### src/rtl/fnd_pkg.sv
// Shared definitions for the FND scan controller: FSM state encoding,
// active-low segment glyph table and the "everything dark" constants.
package fnd_pkg;

    // Scan FSM states
    typedef enum logic [1:0] {
        IDLE  = 2'd0,
        BLANK = 2'd1,
        SHOW  = 2'd2
    } state_t;

    // Dark values for the active-low segment and anode buses
    localparam logic [7:0] SEG_OFF = 8'hFF;
    localparam logic [7:0] AN_OFF  = 8'hFF;

    // Active-low {g,f,e,d,c,b,a} glyphs indexed by nibble value.
    // Listed from entry 15 (F) down to entry 0 because packed arrays
    // fill from the most significant element.
    localparam logic [15:0][6:0] GLYPH_TBL = {
        7'h0E,  // F
        7'h06,  // E
        7'h21,  // d
        7'h46,  // C
        7'h03,  // b
        7'h08,  // A
        7'h10,  // 9
        7'h00,  // 8
        7'h78,  // 7
        7'h02,  // 6
        7'h12,  // 5
        7'h19,  // 4
        7'h30,  // 3
        7'h24,  // 2
        7'h79,  // 1
        7'h40   // 0
    };

    // Active-low anode pattern with only digit 'sel' driven
    function automatic logic [7:0] sel_to_an(input logic [2:0] sel);
        return ~(8'd1 << sel);
    endfunction

endpackage

### src/rtl/fnd_seg7_decoder.sv
// Combinational nibble-to-7-segment decoder (active-low {g..a}).
import fnd_pkg::*;

module seg7_decoder (
    input  logic [3:0] nibble,
    output logic [6:0] seg
);

    // Straight table lookup; hex digits A-F use the usual mixed-case glyphs
    assign seg = GLYPH_TBL[nibble];

endmodule

### src/rtl/fnd_scan_ctrl.sv
// Scan controller for an 8-digit multiplexed 7-segment display.
// Each digit dwells CLK_HZ/SCAN_HZ cycles: BLANK_CYC cycles with all anodes
// off (anti-ghosting dead time), then the digit is driven for the rest.
// All outputs are registered.
// Optional macro FND_DP_BLINK_EN: a 1 Hz toggle lights the decimal point on
// digits 2 and 4 while high (hh.mm.ss colon blink); otherwise dp stays off.
import fnd_pkg::*;

module fnd_scan_ctrl #(
    parameter int CLK_HZ    = 100_000_000,
    parameter int SCAN_HZ   = 1_000,
    parameter int BLANK_CYC = 16
) (
    input  logic       i_clk,
    input  logic       i_reset,
    input  logic       i_en,
    input  logic [3:0] i_digit,
    output logic [2:0] o_sel,
    output logic [7:0] o_an,
    output logic [7:0] o_seg,
    output logic       o_frame_tick
);

    localparam int DWELL = CLK_HZ / SCAN_HZ;
    localparam int CNT_W = (DWELL > 1) ? $clog2(DWELL) : 1;

    // Counter values at which the blank and show phases end
    localparam logic [CNT_W-1:0] LAST_BLANK = CNT_W'(BLANK_CYC - 1);
    localparam logic [CNT_W-1:0] LAST_SHOW  = CNT_W'(DWELL - 1);

    // The show phase needs at least two cycles (one to latch the glyph,
    // one to display it) and the blank phase at least one so anode
    // switching always happens with every anode off.
    generate
        if (BLANK_CYC < 1 || BLANK_CYC >= DWELL - 1) begin : g_bad_blank
            $error("fnd_scan_ctrl: BLANK_CYC must be in 1..DWELL-2");
        end
    endgenerate

    state_t           state_q, state_d;
    logic [CNT_W-1:0] cnt_q, cnt_d;
    logic [2:0]       sel_d;
    logic [7:0]       an_d;
    logic [7:0]       seg_d;
    logic             tick_d;
    logic [6:0]       glyph;
    logic             dp;

    seg7_decoder u_dec (
        .nibble (i_digit),
        .seg    (glyph)
    );

`ifdef FND_DP_BLINK_EN
    localparam int HALF_SEC = CLK_HZ / 2;
    localparam int HS_W     = (HALF_SEC > 1) ? $clog2(HALF_SEC) : 1;

    logic [HS_W-1:0] hs_cnt;
    logic            blink;

    // Free-running half-second divider; blink flips each half second
    // regardless of scan enable so the colon keeps a steady 1 Hz rhythm.
    always_ff @(posedge i_clk or posedge i_reset) begin
        if (i_reset) begin
            hs_cnt <= '0;
            blink  <= 1'b0;
        end else if (hs_cnt == HS_W'(HALF_SEC - 1)) begin
            hs_cnt <= '0;
            blink  <= ~blink;
        end else begin
            hs_cnt <= hs_cnt + 1'b1;
        end
    end

    // Colon dots sit after the hours and minutes digits
    assign dp = ~(blink && (o_sel == 3'd2 || o_sel == 3'd4));
`else
    assign dp = 1'b1;
`endif

    // State, counters and registered outputs
    always_ff @(posedge i_clk or posedge i_reset) begin
        if (i_reset) begin
            state_q      <= IDLE;
            cnt_q        <= '0;
            o_sel        <= 3'd0;
            o_an         <= AN_OFF;
            o_seg        <= SEG_OFF;
            o_frame_tick <= 1'b0;
        end else begin
            state_q      <= state_d;
            cnt_q        <= cnt_d;
            o_sel        <= sel_d;
            o_an         <= an_d;
            o_seg        <= seg_d;
            o_frame_tick <= tick_d;
        end
    end

    // Next-state and next-output logic. Anodes and segments default to dark
    // so every path that leaves SHOW turns the display off; o_an is only
    // ever loaded with a one-hot-zero pattern while entering or holding SHOW.
    always_comb begin
        state_d = state_q;
        cnt_d   = cnt_q;
        sel_d   = o_sel;
        an_d    = AN_OFF;
        seg_d   = SEG_OFF;
        tick_d  = 1'b0;

        if (!i_en) begin
            // Disable wins from any state: go dark and rewind to digit 0
            state_d = IDLE;
            cnt_d   = '0;
            sel_d   = 3'd0;
        end else begin
            unique case (state_q)
                IDLE: begin
                    state_d = BLANK;
                    cnt_d   = '0;
                    sel_d   = 3'd0;
                end

                BLANK: begin
                    cnt_d = cnt_q + 1'b1;
                    if (cnt_q == LAST_BLANK) begin
                        // Anode turns on at the same edge the FSM enters SHOW.
                        // Segments stay dark this edge; the glyph of the new
                        // digit is latched during the first SHOW cycle.
                        state_d = SHOW;
                        an_d    = sel_to_an(o_sel);
                    end
                end

                SHOW: begin
                    if (cnt_q == LAST_SHOW) begin
                        // Last show cycle: blank, advance digit, restart dwell
                        state_d = BLANK;
                        cnt_d   = '0;
                        sel_d   = o_sel + 3'd1;
                        tick_d  = (o_sel == 3'd7);
                    end else begin
                        cnt_d = cnt_q + 1'b1;
                        an_d  = sel_to_an(o_sel);
                        seg_d = {dp, glyph};
                    end
                end

                default: begin
                    state_d = IDLE;
                    cnt_d   = '0;
                    sel_d   = 3'd0;
                end
            endcase
        end
    end

endmodule
### config.mk
export PLATFORM = sky130hd
export DESIGN_NAME = fnd_scan_ctrl
export DESIGN_NICKNAME = d
export VERILOG_FILES = /design/src/rtl/fnd_pkg.sv /design/src/rtl/fnd_seg7_decoder.sv /design/src/rtl/fnd_scan_ctrl.sv
export SDC_FILE = /design/constraint.sdc
export NUM_CORES = 1
export LEC_CHECK = 0
export ABC_AREA = 1
export BUFFER_PORTS_ARGS = -buffer_cell sky130_fd_sc_hd__clkbuf_2
export CORE_MARGIN = 5
export CORE_UTILIZATION = 57
export DETAILED_ROUTE_END_ITERATION = 12
export PLACE_DENSITY = 0.79
export SLEW_MARGIN = 20
export SYNTH_ARGS = -nofsm -noshare
export SYNTH_HDL_FRONTEND = slang
export SYNTH_SLANG_ARGS = --single-unit
### constraint.sdc
create_clock -name i_clk -period 3.9 [get_ports i_clk]
set_input_delay 0.78 -clock i_clk [delete_from_list [all_inputs] [get_ports i_clk]]
set_output_delay 0.78 -clock i_clk [all_outputs]
set_load 0.005 [all_outputs]
==> flow_metrics.env <==
export IMPL_cts_tree="yes"
export IMPL_nets=348
export IMPL_post_cts_resize_count=0
export IMPL_die_width_um=73.6
export IMPL_mostFrequentLayoutCells="nand2_1, nor2_1, nand3_1, inv_1, clkbuf_2"
export IMPL_maxClockFrequency_mhz=563
export IMPL_result_of_the_run="finished clean"
export IMPL_area_growth_synth_to_final_pct=10.6
export IMPL_crit_type="flop to flop"
export IMPL_postSynthRegisterBits=38
export IMPL_grt_antenna_before_repair=0
export IMPL_global_route_wire_length_before_repair_um=7490
export IMPL_holdBufCountCts=0
export IMPL_tritoncts_num_buffers=5
export IMPL_viasPerCell=5.07
export IMPL_cp_max_fo=17
export IMPL_finalHoldViolCount=0
export IMPL_cap_violations=0
export IMPL_seq_area_frac_synth_pct=42.1
export IMPL_min_delay_path_class="flop to flop"
export IMPL_final_sum_of_negative_setup_slack_ns=0
export IMPL_timing_critical_path_required_ns=4.08
export IMPL_rsz0062_at_grt="false"
export IMPL_setup_viol=0
export IMPL_synth_warning_count=0
export IMPL_detailed_router_s_first_iteration_violation_count=115
export IMPL_detail_route_drc_violations=0
export IMPL_buffer_ports_inserted=25
export IMPL_grt_ovfl_total=0
export IMPL_capturing_element_type_of_the_critical_path="flop"
export IMPL_lkg_pwr_nw=1.22
export IMPL_worst_slew_margin_rel_pct=46.7
export IMPL_insertion_delay_ns=0.29
export IMPL_cts_root_buf="clkbuf_8"
export IMPL_postSynthCellCount=298
export IMPL_drt_antenna_violating_nets=0
export IMPL_final_common_cell="nand2_1"
export IMPL_cellPowerDensity_nw_per_um2=420
export IMPL_drt_pass1_iter_count=4
export IMPL_clock_skew_ns=0.00618
export IMPL_synthesis_area_per_instance_sq_um=7.74
export IMPL_clock_sinks=38
export IMPL_period_minus_slack_ns=1.78
export IMPL_row_count=23
export IMPL_worstMarginPinSlew_ns=0.798
export IMPL_design_die_area_sq_um=5420
export IMPL_place_congestion=0.882
export IMPL_core_sq_um=3970
export IMPL_antenna_cells=0
export IMPL_postRouteWirelength_um=4310
export IMPL_post_cts_repair_setup_buffers=0
export IMPL_fp_dieH_um=73.6
export IMPL_vdd_ir_drop_max_uv=259
export IMPL_start_kind="flop"
export IMPL_synthDistinctLibCells=31
export IMPL_tcrit_tclk_final_pct=45.6
export IMPL_grtUsageTotal_pct=17.7
export IMPL_syn_area_sq_um=2310
export IMPL_grt_max_degree=22
export IMPL_routedWlPerCell_um=11.5
export IMPL_worst_slack_ns=2.12
export IMPL_place_detailed_hpwl_um=3280
export IMPL_floorplan_initialDensity_pct=58.1
export IMPL_clock_tree_htree_level_count=2
export IMPL_io_pin_count=27
export IMPL_slew_violations=0
export IMPL_dr_total_vias=1901
export IMPL_mappedNetlistNets=322
export IMPL_cts_path_max_buffers=2
export IMPL_clk_pin_slew_ns=0.07
export IMPL_place_ws_ns=2.15
export IMPL_crit_arrival_ns=1.95
export IMPL_final_layout_size_suffix_gt1_share_pct=18.5
export IMPL_first_global_vias=1765
## area by class of cell
class | count | area [sq um]
flip-flops and latches | 38 | 970
clock buffers | 7 | 86.3
multi-input cells | 219 | 1160
fillers | 343 | 1420
clock inverters | 1 | 5.00
well taps | 50 | 62.6
inverters | 33 | 124
repair buffers | 27 | 140
## stage by stage
stage | hold slack [ns] | utilization [%] | cell area (sq um) | instances | total power, W
floorplan | 0.431 | - | 2310 | 298 | 0.000714
global placement | 0.452 | 61.9 | 2460 | 367 | 0.000798
detailed placement | 0.462 | 61.9 | 2460 | 367 | 0.000807
CTS | 0.472 | 64.2 | 2550 | 375 | 0.00109
global route | 0.478 | 64.2 | 2550 | 375 | 0.00114
finish | 0.468 | 64.2 | 2550 | 375 | 0.00107
## cell families after synthesis
logic type | count (synthesis) | synth area share, %
and+or+nand+nor | 180 | 34.1
buffers and inverters | 41 | 7.54
DFF | 38 | 42.1
adders and majority gates | 17 | 9.22
AOI/OAI and AO/OA | 11 | 3.09
xor gates and xnor gates | 10 | 3.80
other | 1 | 0.163
## synthesized netlist by cell type
library cell | instances | area (sq um)
a211oi_1 | 2 | 15.0
a21oi_1 | 1 | 5.00
a31oi_1 | 1 | 6.26
buf_2 | 1 | 5.00
buf_4 | 1 | 7.51
buf_6 | 2 | 22.5
clkbuf_1 | 4 | 15.0
clkinv_1 | 1 | 3.75
conb_1 | 1 | 3.75
dfrtp_1 | 23 | 576
dfstp_2 | 15 | 394
ha_1 | 17 | 213
inv_1 | 30 | 113
inv_2 | 2 | 7.51
nand2_1 | 86 | 323
nand2_2 | 3 | 18.8
nand2_4 | 1 | 11.3
nand2_8 | 1 | 20.0
nand3_1 | 32 | 160
nand3_2 | 1 | 10.0
nand3b_1 | 2 | 15.0
nand4_1 | 2 | 12.5
nor2_1 | 49 | 184
nor2_2 | 1 | 6.26
nor2_8 | 1 | 20.0
o211ai_1 | 3 | 22.5
o21a_1 | 1 | 7.51
o21ai_0 | 3 | 15.0
or2_2 | 1 | 6.26
xnor2_1 | 3 | 26.3
xor2_1 | 7 | 61.3
## sequential cells by signal, summed over array words and instances (netlist names)
signal and count:
o_frame_tick 1, cnt_q 17, o_sel 3, state_q 2
o_seg 7, o_an 8
## worst max-delay path, stage by stage (launching register included)
cell and delay (ns):
dfrtp_1 0.44, nor2_1 0.18, nand2_2 0.11, nor2_8 0.18, nand3_2 0.26, nand2_1 0.15
nand2_2 0.07, nand2_4 0.17, nor2_1 0.08
## final timing paths
check                          from       end  slack (ns)  cells past startpoint
hold reg to reg            cnt_q[0]  cnt_q[0]        0.47                      1
hold / removal             cnt_q[0]  cnt_q[0]        0.47                      1
setup / recovery           cnt_q[5]  cnt_q[6]        2.12                      8
max in group asynchronous   i_reset   o_an[4]        2.57                      3
setup reg to reg           cnt_q[5]  cnt_q[6]        2.12                      8
min in group asynchronous   i_reset  cnt_q[7]        0.61                      2
## where the power goes
part / switching, W / internal (W)
Clock: 0.000132 / 0.000142
Sequential: 0.0000240 / 0.000476
Combinational: 0.000185 / 0.000110
Total: 0.000341 / 0.000728
## routing by layer
metal,share of wire [%],vias to the layer above,global-route usage (%)
li1,-,971,-
met1,44,880,21.8
met2,49,43,29.6
met3,4.8,7,4.92
met4,1.7,0,6.44
met5,0,-,0
Note: power is estimated with default switching activity, not from simulation.
